File: src/rtl/if_pkg.sv
// Shared defaults and the per-cycle action type for the pipelined fetch stage.
package if_pkg;

  localparam logic [31:0] IF_NOP_INSN_DEF = 32'h0000_0000;
  localparam logic [31:0] IF_RESET_PC_DEF = 32'd64;

  // One action per clock edge, in priority order from reset down to a plain fetch
  typedef enum logic [2:0] {
    IF_RESET    = 3'd0,
    IF_REDIRECT = 3'd1,
    IF_HOLD     = 3'd2,
    IF_BUBBLE   = 3'd3,
    IF_FETCH    = 3'd4
  } if_action_t;

endpackage

File: src/rtl/if_pc_gen.sv
// PC register with the next-PC priority mux; redirect targets are forced onto a
// PC_STEP boundary before they are loaded.
module if_pc_gen
  import if_pkg::*;
#(
  parameter int unsigned     XLEN     = 32,
  parameter logic [XLEN-1:0] RESET_PC = XLEN'(IF_RESET_PC_DEF),
  parameter int unsigned     PC_STEP  = 4
) (
  input  logic            clk,
  input  logic            reset,
  input  logic            i_stall,
  input  logic            i_control_j,
  input  logic [XLEN-1:0] i_pc_j,
  input  logic            i_ins_ready,
  output logic [XLEN-1:0] o_pc,
  output if_action_t      o_action
);

  localparam logic [XLEN-1:0] AlignMask = ~(XLEN'(PC_STEP - 1));

  logic [XLEN-1:0] r_pc;
  if_action_t      w_action;

  always_comb begin
    if (reset)             w_action = IF_RESET;
    else if (i_control_j)  w_action = IF_REDIRECT;
    else if (i_stall)      w_action = IF_HOLD;
    else if (!i_ins_ready) w_action = IF_BUBBLE;
    else                   w_action = IF_FETCH;
  end

  // Hold and bubble both keep the PC so the same address is refetched
  always_ff @(posedge clk) begin
    case (w_action)
      IF_RESET:    r_pc <= RESET_PC;
      IF_REDIRECT: r_pc <= i_pc_j & AlignMask;
      IF_FETCH:    r_pc <= r_pc + XLEN'(PC_STEP);
      default:     r_pc <= r_pc;
    endcase
  end

  assign o_pc     = r_pc;
  assign o_action = w_action;

endmodule

File: src/rtl/if_stage_pipelined.sv
// Pipelined instruction-fetch stage: PC generation plus registered IF/ID outputs.
// Define IF_PERF_CNT_EN to add saturating fetch_cnt / bubble_cnt counters.
module if_stage_pipelined
  import if_pkg::*;
#(
  parameter int unsigned       XLEN     = 32,
  parameter int unsigned       INSN_W   = 32,
  parameter logic [XLEN-1:0]   RESET_PC = XLEN'(IF_RESET_PC_DEF),
  parameter int unsigned       PC_STEP  = 4,
  parameter logic [INSN_W-1:0] NOP_INSN = INSN_W'(IF_NOP_INSN_DEF),
  parameter int unsigned       CNT_W    = 32
) (
  input  logic              clk,
  input  logic              reset,
  input  logic              stall,
  input  logic              control_j,
  input  logic [XLEN-1:0]   pc_j,
  input  logic [INSN_W-1:0] ins_data,
  input  logic              ins_ready,
  output logic [XLEN-1:0]   ins_addr,
  output logic [XLEN-1:0]   pipe_pc,
  output logic [XLEN-1:0]   pipe_pc4,
  output logic [INSN_W-1:0] pipe_data,
  output logic              pipe_valid
`ifdef IF_PERF_CNT_EN
  ,
  output logic [CNT_W-1:0]  fetch_cnt,
  output logic [CNT_W-1:0]  bubble_cnt
`endif
);

  if (CNT_W < 1 || (PC_STEP & (PC_STEP - 1)) != 0) begin : g_bad_config
    $error("if_stage_pipelined: PC_STEP must be a power of two and CNT_W at least 1");
  end

  logic [XLEN-1:0]   w_pc;
  logic [XLEN-1:0]   w_pc_seq;
  if_action_t        w_action;
  logic [XLEN-1:0]   r_pipe_pc;
  logic [XLEN-1:0]   r_pipe_pc4;
  logic [INSN_W-1:0] r_pipe_data;
  logic              r_pipe_valid;

  if_pc_gen #(
    .XLEN     (XLEN),
    .RESET_PC (RESET_PC),
    .PC_STEP  (PC_STEP)
  ) u_pc_gen (
    .clk         (clk),
    .reset       (reset),
    .i_stall     (stall),
    .i_control_j (control_j),
    .i_pc_j      (pc_j),
    .i_ins_ready (ins_ready),
    .o_pc        (w_pc),
    .o_action    (w_action)
  );

  assign w_pc_seq = w_pc + XLEN'(PC_STEP);

  // Redirects and memory-not-ready both record the current PC with a NOP bubble
  always_ff @(posedge clk) begin
    case (w_action)
      IF_RESET: begin
        r_pipe_pc    <= RESET_PC;
        r_pipe_pc4   <= RESET_PC + XLEN'(PC_STEP);
        r_pipe_data  <= NOP_INSN;
        r_pipe_valid <= 1'b0;
      end
      IF_REDIRECT, IF_BUBBLE: begin
        r_pipe_pc    <= w_pc;
        r_pipe_pc4   <= w_pc_seq;
        r_pipe_data  <= NOP_INSN;
        r_pipe_valid <= 1'b0;
      end
      IF_FETCH: begin
        r_pipe_pc    <= w_pc;
        r_pipe_pc4   <= w_pc_seq;
        r_pipe_data  <= ins_data;
        r_pipe_valid <= 1'b1;
      end
      default: begin
        r_pipe_pc    <= r_pipe_pc;
        r_pipe_pc4   <= r_pipe_pc4;
        r_pipe_data  <= r_pipe_data;
        r_pipe_valid <= r_pipe_valid;
      end
    endcase
  end

  assign ins_addr   = w_pc;
  assign pipe_pc    = r_pipe_pc;
  assign pipe_pc4   = r_pipe_pc4;
  assign pipe_data  = r_pipe_data;
  assign pipe_valid = r_pipe_valid;

`ifdef IF_PERF_CNT_EN
  logic [CNT_W-1:0] r_fetch_cnt;
  logic [CNT_W-1:0] r_bubble_cnt;

  // Both counters stick at all-ones; stall edges touch neither
  always_ff @(posedge clk) begin
    if (w_action == IF_RESET) begin
      r_fetch_cnt  <= '0;
      r_bubble_cnt <= '0;
    end else begin
      if (w_action == IF_FETCH && r_fetch_cnt != '1)
        r_fetch_cnt <= r_fetch_cnt + 1'b1;
      if ((w_action == IF_REDIRECT || w_action == IF_BUBBLE) && r_bubble_cnt != '1)
        r_bubble_cnt <= r_bubble_cnt + 1'b1;
    end
  end

  assign fetch_cnt  = r_fetch_cnt;
  assign bubble_cnt = r_bubble_cnt;
`endif

endmodule
File: config.mk
export PLATFORM = sky130hd
export DESIGN_NAME = if_stage_pipelined
export DESIGN_NICKNAME = d
export VERILOG_FILES = /design/src/rtl/if_pkg.sv /design/src/rtl/if_pc_gen.sv /design/src/rtl/if_stage_pipelined.sv
export SDC_FILE = /design/constraint.sdc
export NUM_CORES = 1
export LEC_CHECK = 0
export ABC_AREA = 1
export CORE_MARGIN = 10
export CORE_UTILIZATION = 40
export CTS_CLUSTER_DIAMETER = 60
export DETAILED_ROUTE_END_ITERATION = 6
export HOLD_SLACK_MARGIN = 0.15
export PLACE_DENSITY = 0.72
export SETUP_SLACK_MARGIN = 0.02
export SLEW_MARGIN = 20
export SYNTH_ARGS = -nofsm -noshare
export SYNTH_HDL_FRONTEND = slang
export SYNTH_SLANG_ARGS = --single-unit
File: constraint.sdc
create_clock -name clk -period 10.92 [get_ports clk]
set_input_delay 3.276 -clock clk [delete_from_list [all_inputs] [get_ports clk]]
set_output_delay 3.276 -clock clk [all_outputs]
set_load 0.05 [all_outputs]
==> flow_metrics.tcl, run 1 <==
set metrics [dict create \
    num_vias 4441 \
    overflow 0 \
    hold_path.class "reg2reg" \
    clk_pin_slew_ns 0.06 \
    cap_viol_max_count 0 \
    wirelength_mm 16.3 \
    drtAntennaViolNets 0 \
    synth_simple_gate_area_share_pct 23.7 \
    io_pins 198 \
    io_buffers 189 \
    cts_sinks 123 \
    ctsHoldBuffers 0 \
    r2r_setup_slack_ns 9.09 \
    post_cts_resized 0 \
    avgSynthCellArea_um2 10.0 \
    synth-seq-cells 123 \
    m1WireLength_mm 6.67 \
    ys_types 28 \
    synth_area_um2 5700 \
    cp.required_ns 11.08 \
    dp_cells 926 \
    via_per_inst 4.64 \
    async_flop_share_pct 0 \
    setup-tns-final_ns 0 \
    drt_iter0_markers 275 \
    arrival_ns 6.34 \
    r2r-end "u_pc_gen.o_pc[20]" \
    synth_flop_cell "edfxtp_1" \
    synth.most_common_cell "nand2_1" \
    cts_buffers 17 \
    grt_pass1_wl_mm 25.2 \
    critical_path_class "in2reg" \
    synth_area_leaders "edfxtp_1, nand2_1, nor2_1, inv_1, nand3_1" \
    yosysTopAreaCell "edfxtp_1" \
    cts_tree "done" \
    cp-end-kind "flip-flop" \
    grt_antenna_before_repair 0 \
    die_w_um 139 \
    cts_setup_buffers 0 \
    synthCells 569 \
    area_growth_pct 45.9 \
    hold-worst-slack_ns 0.662 \
    post-dp-hpwl_mm 12.2 \
    skew_ns 0.00925 \
    synth_top_family_by_area "simple AND/OR/NAND/NOR gates" \
    wl_met2_mm 7.98 \
    worst_pin_slew_ns 0.808 \
    reg2reg_from "u_pc_gen.o_pc[3]" \
    place.gp.congestion 0.837 \
    crit_fanout 44 \
    seq_area_frac_synth_pct 64.8 \
    wl_met3_mm 1.35 \
    slew_viol_final 0 \
    final_nets 835 \
    fin_crit_ns 6.17 \
    grt_pass1_vias 4677 \
    p_leak_uw 0.00350 \
    ctsHtreeMaxLevel 4 \
    grt_setup_unrepaired "false" \
    antenna_cells 0 \
    ir_drop_v 0.0000740 \
    final_cells 957 \
    wire_per_inst_um 17.0 \
    synth_compound_area_share_pct 1.71 \
    firstDrtPassIters 4 \
    hold_end "pipe_pc[31]" \
    clk_latency_ns 0.41 \
    max-clock-path-buffers 2 \
    fmax_ghz 0.162 \
    root_buffer "clkbuf_16" \
    synth_warnings 0 \
    worstRegToRegCells 8 \
    fin_crit_sh_pct 56.5 \
    power_density_nw_per_um2 168 \
    core_area_um2 13900 \
    start_util_pct 40.9 \
    synth_top_area_share_pct 64.8 \
    std_cell_rows 43 \
    synth_common_cells "nand2_1, edfxtp_1, nor2_1" \
    synth_xor_area_share_pct 2.26 \
    drive_above_1_share_pct 7.34 \
    synth_mux_area_share_pct 0 \
    yosys.area_share.adder_pct 0.219 \
    maxSlewHeadroom_pct 46.0 \
    grt_max_degree 60 \
    fp.dieH_um 139 \
    top_layer "met4" \
    die_area_um2 19400 \
    drc 0 \
    crit_path_start_kind "primary input" \
    min-delay-start "u_pc_gen.o_pc[31]" \
    hold_violations 0 \
    synth_edf_count 123 \
    status "completed" \
    setup_violations 0 \
    grt_use_total_pct 16.4 \
    holdPathStages 2 \
]
[worst max path at each step]
stage                         start  slack [ns]            to
after floorplan           control_j        5.03  pipe_data[0]
after global placement        stall        4.33  pipe_pc4[17]
after detailed placement      stall        4.26  pipe_pc4[11]
after CTS                     stall        4.68  pipe_pc4[11]
after global routing          stall        4.44  pipe_pc4[11]
final                         stall        4.75  pipe_pc4[11]
[worst max-delay path, stage by stage]
cell and delay (ns):
clkdlybuf4s50_1 0.56, nor2_1 0.09, nand2_2 0.60, inv_2 0.41, nor2_4 0.59, buf_4 0.44, inv_2 0.16, and2_1 0.20
[cells in the final DEF (no fill, tap or decap), types with 8 or more instances in the layout]
cell,synthesis,routed
xor2_1,10,10
nand3_1,21,21
clkdlybuf4s50_1,0,189
clkbuf_16,0,17
o21ai_0,8,8
edfxtp_1,123,123
nand2_2,8,8
nor2_1,109,109
nand2_1,148,147
inv_1,75,75
and2_1,8,8
[power by group]
group          leakage [uW]  internal [uW]  switching (uW)  total (uW)
logic               0.00184           88.4             185         273
registers           0.00139            558            21.9         580
clock network      0.000272            351             191         542
total               0.00350            997             398        1400
[sequential cells by signal (all words and copies together), names as in the netlist]
| signal | cells |
|---|---|
| pipe_data | 32 |
| pipe_pc | 30 |
| u_pc_gen.o_pc | 30 |
| pipe_valid | 1 |
| pipe_pc4 | 30 |
[logic make-up (layout without fill, tap and decap cells)]
| group | Yosys count | count (layout) |
|---|---|---|
| flip-flops | 123 | 123 |
| other | 1 | 6 |
| AND/OR/NAND/NOR | 313 | 313 |
| XOR/XNOR | 13 | 13 |
| AO/OA/AOI/OAI | 19 | 19 |
| adder cells (fa/ha/maj) | 1 | 1 |
| buffers and inverters | 99 | 302 |
[metal layers]
layer / global-route usage [%] / vias up
li1: - / 2182
met1: 18.5 / 2070
met2: 27.8 / 170
met3: 5.68 / 19
met4: 6.32 / 0
met5: 0 / -
[metrics by stage]
step / worst slack (ns) / cell area, um^2 / total power [uW] / util (%)
5_1_grt: 4.44 / 8320 / 1440 / 59.7
2_1_floorplan: 5.03 / 5720 / 757 / -
4_1_cts: 4.68 / 8320 / 1410 / 59.7
6_report: 4.75 / 8320 / 1400 / 59.7
3_3_place_gp: 4.33 / 7760 / 860 / 55.7
3_5_place_dp: 4.26 / 7760 / 864 / 55.7
[layout make-up]
cell class	instances	area, um^2
fillers	1166	5620
flip-flops and latches	123	3690
repair buffers	192	1910
multi-input cells	352	1630
clock buffers	19	433
inverters	79	297
well taps	180	225
clock inverters	12	130
(Power assumes the default switching activity.)
==> run 2: changes to the inputs <==
--- a/config.mk
+++ b/config.mk
@@ -11,7 +11,7 @@
 export CTS_CLUSTER_DIAMETER = 60
 export DETAILED_ROUTE_END_ITERATION = 6
 export HOLD_SLACK_MARGIN = 0.15
-export PLACE_DENSITY = 0.72
+export PLACE_DENSITY = 0.75
 export SETUP_SLACK_MARGIN = 0.02
 export SLEW_MARGIN = 20
 export SYNTH_ARGS = -nofsm -noshare
==> constraint.sdc (replaced) <==
create_clock -name clk -period 5 [get_ports clk]
set_input_delay 1.5 -clock clk [delete_from_list [all_inputs] [get_ports clk]]
set_output_delay 1.5 -clock clk [all_outputs]
set_load 0.05 [all_outputs]
==> run 2 against run 1 <==
  * Sequential share of layout area barely moved
  * Clock skew fell by 0.0022 ns
  * Cell area is essentially flat
  * First-iteration DRC count down 11%
  * Utilization about the same
  * Die area unchanged
  * Worst setup slack worse by 3.2 ns
  * Power rose by 120%
  * Sequential cell count stayed put
  * Clock-buffer cell count down 1
  * Largest cell class unchanged
==> flow_metrics.tcl, run 2 (synthesis gave the netlist of run 1 again) <==
set metrics [dict create \
    status "completed" \
    place.gp.congestion 0.864 \
    r2r-end "u_pc_gen.o_pc[20]" \
    ctsHoldBuffers 0 \
    ir_drop_v 0.000178 \
    grt_pass1_vias 4614 \
    hold_end "pipe_pc[3]" \
    p_leak_uw 0.00350 \
    fp.dieH_um 139 \
    via_per_inst 4.60 \
    power_density_nw_per_um2 365 \
    worst_pin_slew_ns 0.714 \
    wire_per_inst_um 16.8 \
    hold_violations 0 \
    slew_viol_final 0 \
    cts_tree "done" \
    fmax_ghz 0.287 \
    clk_latency_ns 0.41 \
    start_util_pct 40.9 \
    crit_path_start_kind "primary input" \
    skew_ns 0.00709 \
    cts_buffers 17 \
    r2r_setup_slack_ns 3.14 \
    holdPathStages 2 \
    num_vias 4400 \
    grt_pass1_wl_mm 25.0 \
    grt_use_total_pct 16.3 \
    io_buffers 189 \
    reg2reg_from "u_pc_gen.o_pc[2]" \
    area_growth_pct 46.0 \
    clk_pin_slew_ns 0.05 \
    hold-worst-slack_ns 0.679 \
    ctsHtreeMaxLevel 4 \
    cp.required_ns 5.15 \
    drc 0 \
    cts_sinks 123 \
    post_cts_resized 0 \
    final_nets 835 \
    setup-tns-final_ns 0 \
    post-dp-hpwl_mm 12.0 \
    grt_max_degree 94 \
    fin_crit_ns 3.48 \
    cts_setup_buffers 0 \
    final_common_cell "clkdlybuf4s50_1" \
    critical_path_class "in2reg" \
    core_area_um2 13900 \
    io_pins 198 \
    hold_path.class "reg2reg" \
    antenna_cells 0 \
    layout_common_cells "clkdlybuf4s50_1, nand2_1, edfxtp_1, nor2_1, inv_1" \
    drt_iter0_markers 245 \
    std_cell_rows 43 \
    max-clock-path-buffers 2 \
    arrival_ns 3.64 \
    worstRegToRegCells 8 \
    cap_viol_max_count 0 \
    grt_setup_unrepaired "false" \
    cp-end-kind "flip-flop" \
    final_cells 956 \
    root_buffer "clkbuf_16" \
    fin_crit_sh_pct 69.7 \
    dp_cells 926 \
    die_area_um2 19400 \
    maxSlewHeadroom_pct 52.4 \
    drive_above_1_share_pct 7.47 \
    min-delay-start "u_pc_gen.o_pc[3]" \
    firstDrtPassIters 4 \
    die_w_um 139 \
    setup_violations 0 \
    overflow 0 \
    largest_register_ffs 32 \
    wirelength_mm 16.1 \
    grt_antenna_before_repair 0 \
    drtAntennaViolNets 0 \
    crit_fanout 27 \
]
==> run 2: critical path, stage by stage <==
cell,delay (ns)
clkdlybuf4s50_1,0.61
nor2_1,0.10
nand2_2,0.08
inv_2,0.19
nor2_4,0.61
buf_4,0.43
nor2_1,0.09
==> run 2: layout make-up <==
| class | instances | area (um^2) |
|---|---|---|
| clock buffers | 18 | 429 |
| clock inverters | 12 | 131 |
| fillers | 1160 | 5610 |
| inverters | 79 | 297 |
| multi-input cells | 352 | 1640 |
| flip-flops and latches | 123 | 3690 |
| well taps | 180 | 225 |
| repair buffers | 192 | 1910 |
==> run 2: through the flow <==
step           power, uW  util (%)  area [um^2]  setup WS (ns)
2_1_floorplan       1650         -         5720          0.887
3_3_place_gp        1880      55.7         7760           1.19
3_5_place_dp        1890      55.7         7760           1.07
4_1_cts             3070      59.7         8330           1.50
5_1_grt             3140      59.7         8330           1.35
6_report            3040      59.7         8330           1.52
==> run 2: per-layer routing <==
metal  part of all wire, %  track usage, %
met3                   8.6            6.53
met2                    50            27.7
met5                     0               0
met1                    40            18.0
met4                   1.6            6.04
==> run 2: power breakdown <==
group | switching (uW) | internal [uW] | total (uW)
combinational | 405 | 193 | 598
clock | 413 | 764 | 1180
sequential | 46.7 | 1220 | 1270
total | 864 | 2180 | 3040
==> run 2: worst max-delay path by stage <==
stage / startpoint / to / slack (ns) / cells past startpoint
finish: stall / pipe_pc4[22] / 1.52 / 7
global route: stall / pipe_pc4[15] / 1.35 / 7
floorplan: control_j / pipe_data[0] / 0.89 / 2
detailed placement: stall / pipe_pc4[23] / 1.07 / 7
CTS: stall / pipe_pc4[23] / 1.50 / 7
global placement: stall / pipe_pc4[21] / 1.19 / 7
==> run 3: changes to the inputs <==
--- a/config.mk
+++ b/config.mk
@@ -11,7 +11,7 @@
 export CTS_CLUSTER_DIAMETER = 60
 export DETAILED_ROUTE_END_ITERATION = 6
 export HOLD_SLACK_MARGIN = 0.15
-export PLACE_DENSITY = 0.75
+export PLACE_DENSITY = 0.72
 export SETUP_SLACK_MARGIN = 0.02
 export SLEW_MARGIN = 20
 export SYNTH_ARGS = -nofsm -noshare
==> constraint.sdc (replaced) <==
create_clock -name clk -period 3.23 [get_ports clk]
set_input_delay 0.969 -clock clk [delete_from_list [all_inputs] [get_ports clk]]
set_output_delay 0.969 -clock clk [all_outputs]
set_load 0.05 [all_outputs]
==> run 3 against run 2 <==
  * Register-to-register slack got worse by 1.8 ns
  * Clock-buffer cell count is 1 lower
  * Clock power up 58%
  * Combinational power is 56% higher
  * Via count rose by 2.6%
  * Global-route usage rose by 0.33 points
  * Critical path type is now reg2out
  * Largest cell class unchanged
==> flow_metrics.tcl, run 3 (synthesis gave the netlist of run 1 again) <==
set metrics [dict create \
    status "completed" \
    grt_pass1_wl_mm 25.7 \
    fp.dieH_um 139 \
    drtAntennaViolNets 0 \
    slew_viol_final 0 \
    crit_chain "clkdlybuf4s50_1" \
    grt_setup_unrepaired "false" \
    start_util_pct 40.9 \
    num_vias 4515 \
    worstRegToRegCells 8 \
    multi_input_area_um2 1630 \
    crit_path_start_kind "flip-flop" \
    worst_pin_slew_ns 0.552 \
    overflow 0 \
    io_pins 198 \
    skew_ns 0.00906 \
    seqCellArea_um2 3690 \
    io_buffers 189 \
    pwr-share-seq_pct 41.1 \
    layout_common_cells "clkdlybuf4s50_1, nand2_1, edfxtp_1, nor2_1, inv_1" \
    cp-end-kind "output port" \
    crit_buf_inv 1 \
    std_cell_rows 43 \
    grt_antenna_before_repair 0 \
    clk_latency_ns 0.41 \
    wire_per_inst_um 16.9 \
    hold_violations 0 \
    root_buffer "clkbuf_16" \
    p_leak_uw 0.00355 \
    max_stage_delay_ns 0.89 \
    fmax_ghz 0.357 \
    via_per_inst 4.68 \
    grt_pass1_vias 4716 \
    largest_register_ffs 32 \
    fillers 1149 \
    max-clock-path-buffers 2 \
    firstDrtPassIters 4 \
    area_growth_pct 47.6 \
    place.gp.congestion 0.853 \
    drt_iter0_markers 229 \
    setup-tns-final_ns 0 \
    grt_use_total_pct 16.6 \
    ctsHoldBuffers 0 \
    maxSlewHeadroom_pct 63.1 \
    clockPowerShare_pct 39.3 \
    cts_buffers 17 \
    hold_end "pipe_pc[31]" \
    arrival_ns 1.83 \
    die_area_um2 19400 \
    ir_drop_v 0.000352 \
    drc 0 \
    clk_pin_slew_ns 0.06 \
    power_density_nw_per_um2 566 \
    ctsHtreeMaxLevel 4 \
    setup_violations 0 \
    crit_fanout 6 \
    post_cts_resized 0 \
    r2r_setup_slack_ns 1.35 \
    p_sw_share_pct 28.9 \
    wirelength_mm 16.3 \
    antenna_cells 0 \
    power.switching_uw 1380 \
    p_comb_share_pct 19.6 \
    reg2reg_from "u_pc_gen.o_pc[2]" \
    cts_tree "done" \
    cp.required_ns 2.26 \
    fin_crit_ns 2.80 \
    r2r-end "u_pc_gen.o_pc[20]" \
    critPathTopFamily "buffers and inverters" \
    critical_path_class "reg2out" \
    post-dp-hpwl_mm 12.4 \
    core_area_um2 13900 \
    slowest_stage "clkdlybuf4s50_1" \
    hold-worst-slack_ns 0.677 \
    die_w_um 139 \
    cts_sinks 123 \
    final_nets 842 \
    cap_viol_max_count 0 \
    holdPathStages 2 \
    grt_max_degree 47 \
    final_common_cell "clkdlybuf4s50_1" \
    p_int_uw 3390 \
    drive_above_1_share_pct 8.79 \
    fin_crit_sh_pct 86.7 \
    cts_setup_buffers 0 \
    hold_path.class "reg2reg" \
    min-delay-start "u_pc_gen.o_pc[31]" \
]
==> run 3: area by class of cell <==
type | count | area share [%]
clock buffer | 17 | 5.06
clock inverter | 15 | 1.86
inverter | 79 | 3.52
multi-input combinational | 352 | 19.3
sequential | 123 | 43.9
tap | 180 | 2.68
timing repair buffer | 199 | 23.7
==> run 3: power by group through the flow <==
stage	Clock (uW)	Combinational [uW]	Sequential, uW
after global routing	1980	981	1970
after CTS	1900	943	1960
final	1870	933	1960
after detailed placement	0	939	1990
after global placement	0	932	1990
after floorplan	0	174	2380
==> run 3: how the worst max path moves through the flow <==
stage / from / end / slack (ns) / cells after the start
after floorplan: control_j / u_pc_gen.o_pc[6] / 0.54 / 8
after global placement: control_j / u_pc_gen.o_pc[6] / 0.36 / 9
after detailed placement: control_j / pipe_pc4[2] / 0.30 / 8
after global routing: u_pc_gen.o_pc[18] / ins_addr[18] / 0.39 / 1
final: u_pc_gen.o_pc[18] / ins_addr[18] / 0.43 / 1
after CTS: u_pc_gen.o_pc[18] / ins_addr[18] / 0.41 / 1
==> run 3: per-layer routing <==
| metal | vias up | part of all wire, % | global-route usage [%] |
|---|---|---|---|
| met4 | 0 | 1.7 | 6.10 |
| met2 | 175 | 49 | 27.1 |
| met5 | - | 0 | 0 |
| met1 | 2120 | 41 | 19.4 |
| li1 | 2202 | - | - |
| met3 | 18 | 8.4 | 6.63 |
==> run 3: through the flow <==
stage | power [uW] | cells | instance area [um^2] | setup WS (ns) | util, %
detailed placement | 2930 | 933 | 7830 | 0.299 | 56.2
CTS | 4810 | 965 | 8420 | 0.414 | 60.4
finish | 4770 | 965 | 8420 | 0.429 | 60.4
global route | 4940 | 965 | 8420 | 0.392 | 60.4
floorplan | 2560 | 574 | 5720 | 0.540 | -
global placement | 2920 | 933 | 7830 | 0.365 | 56.2
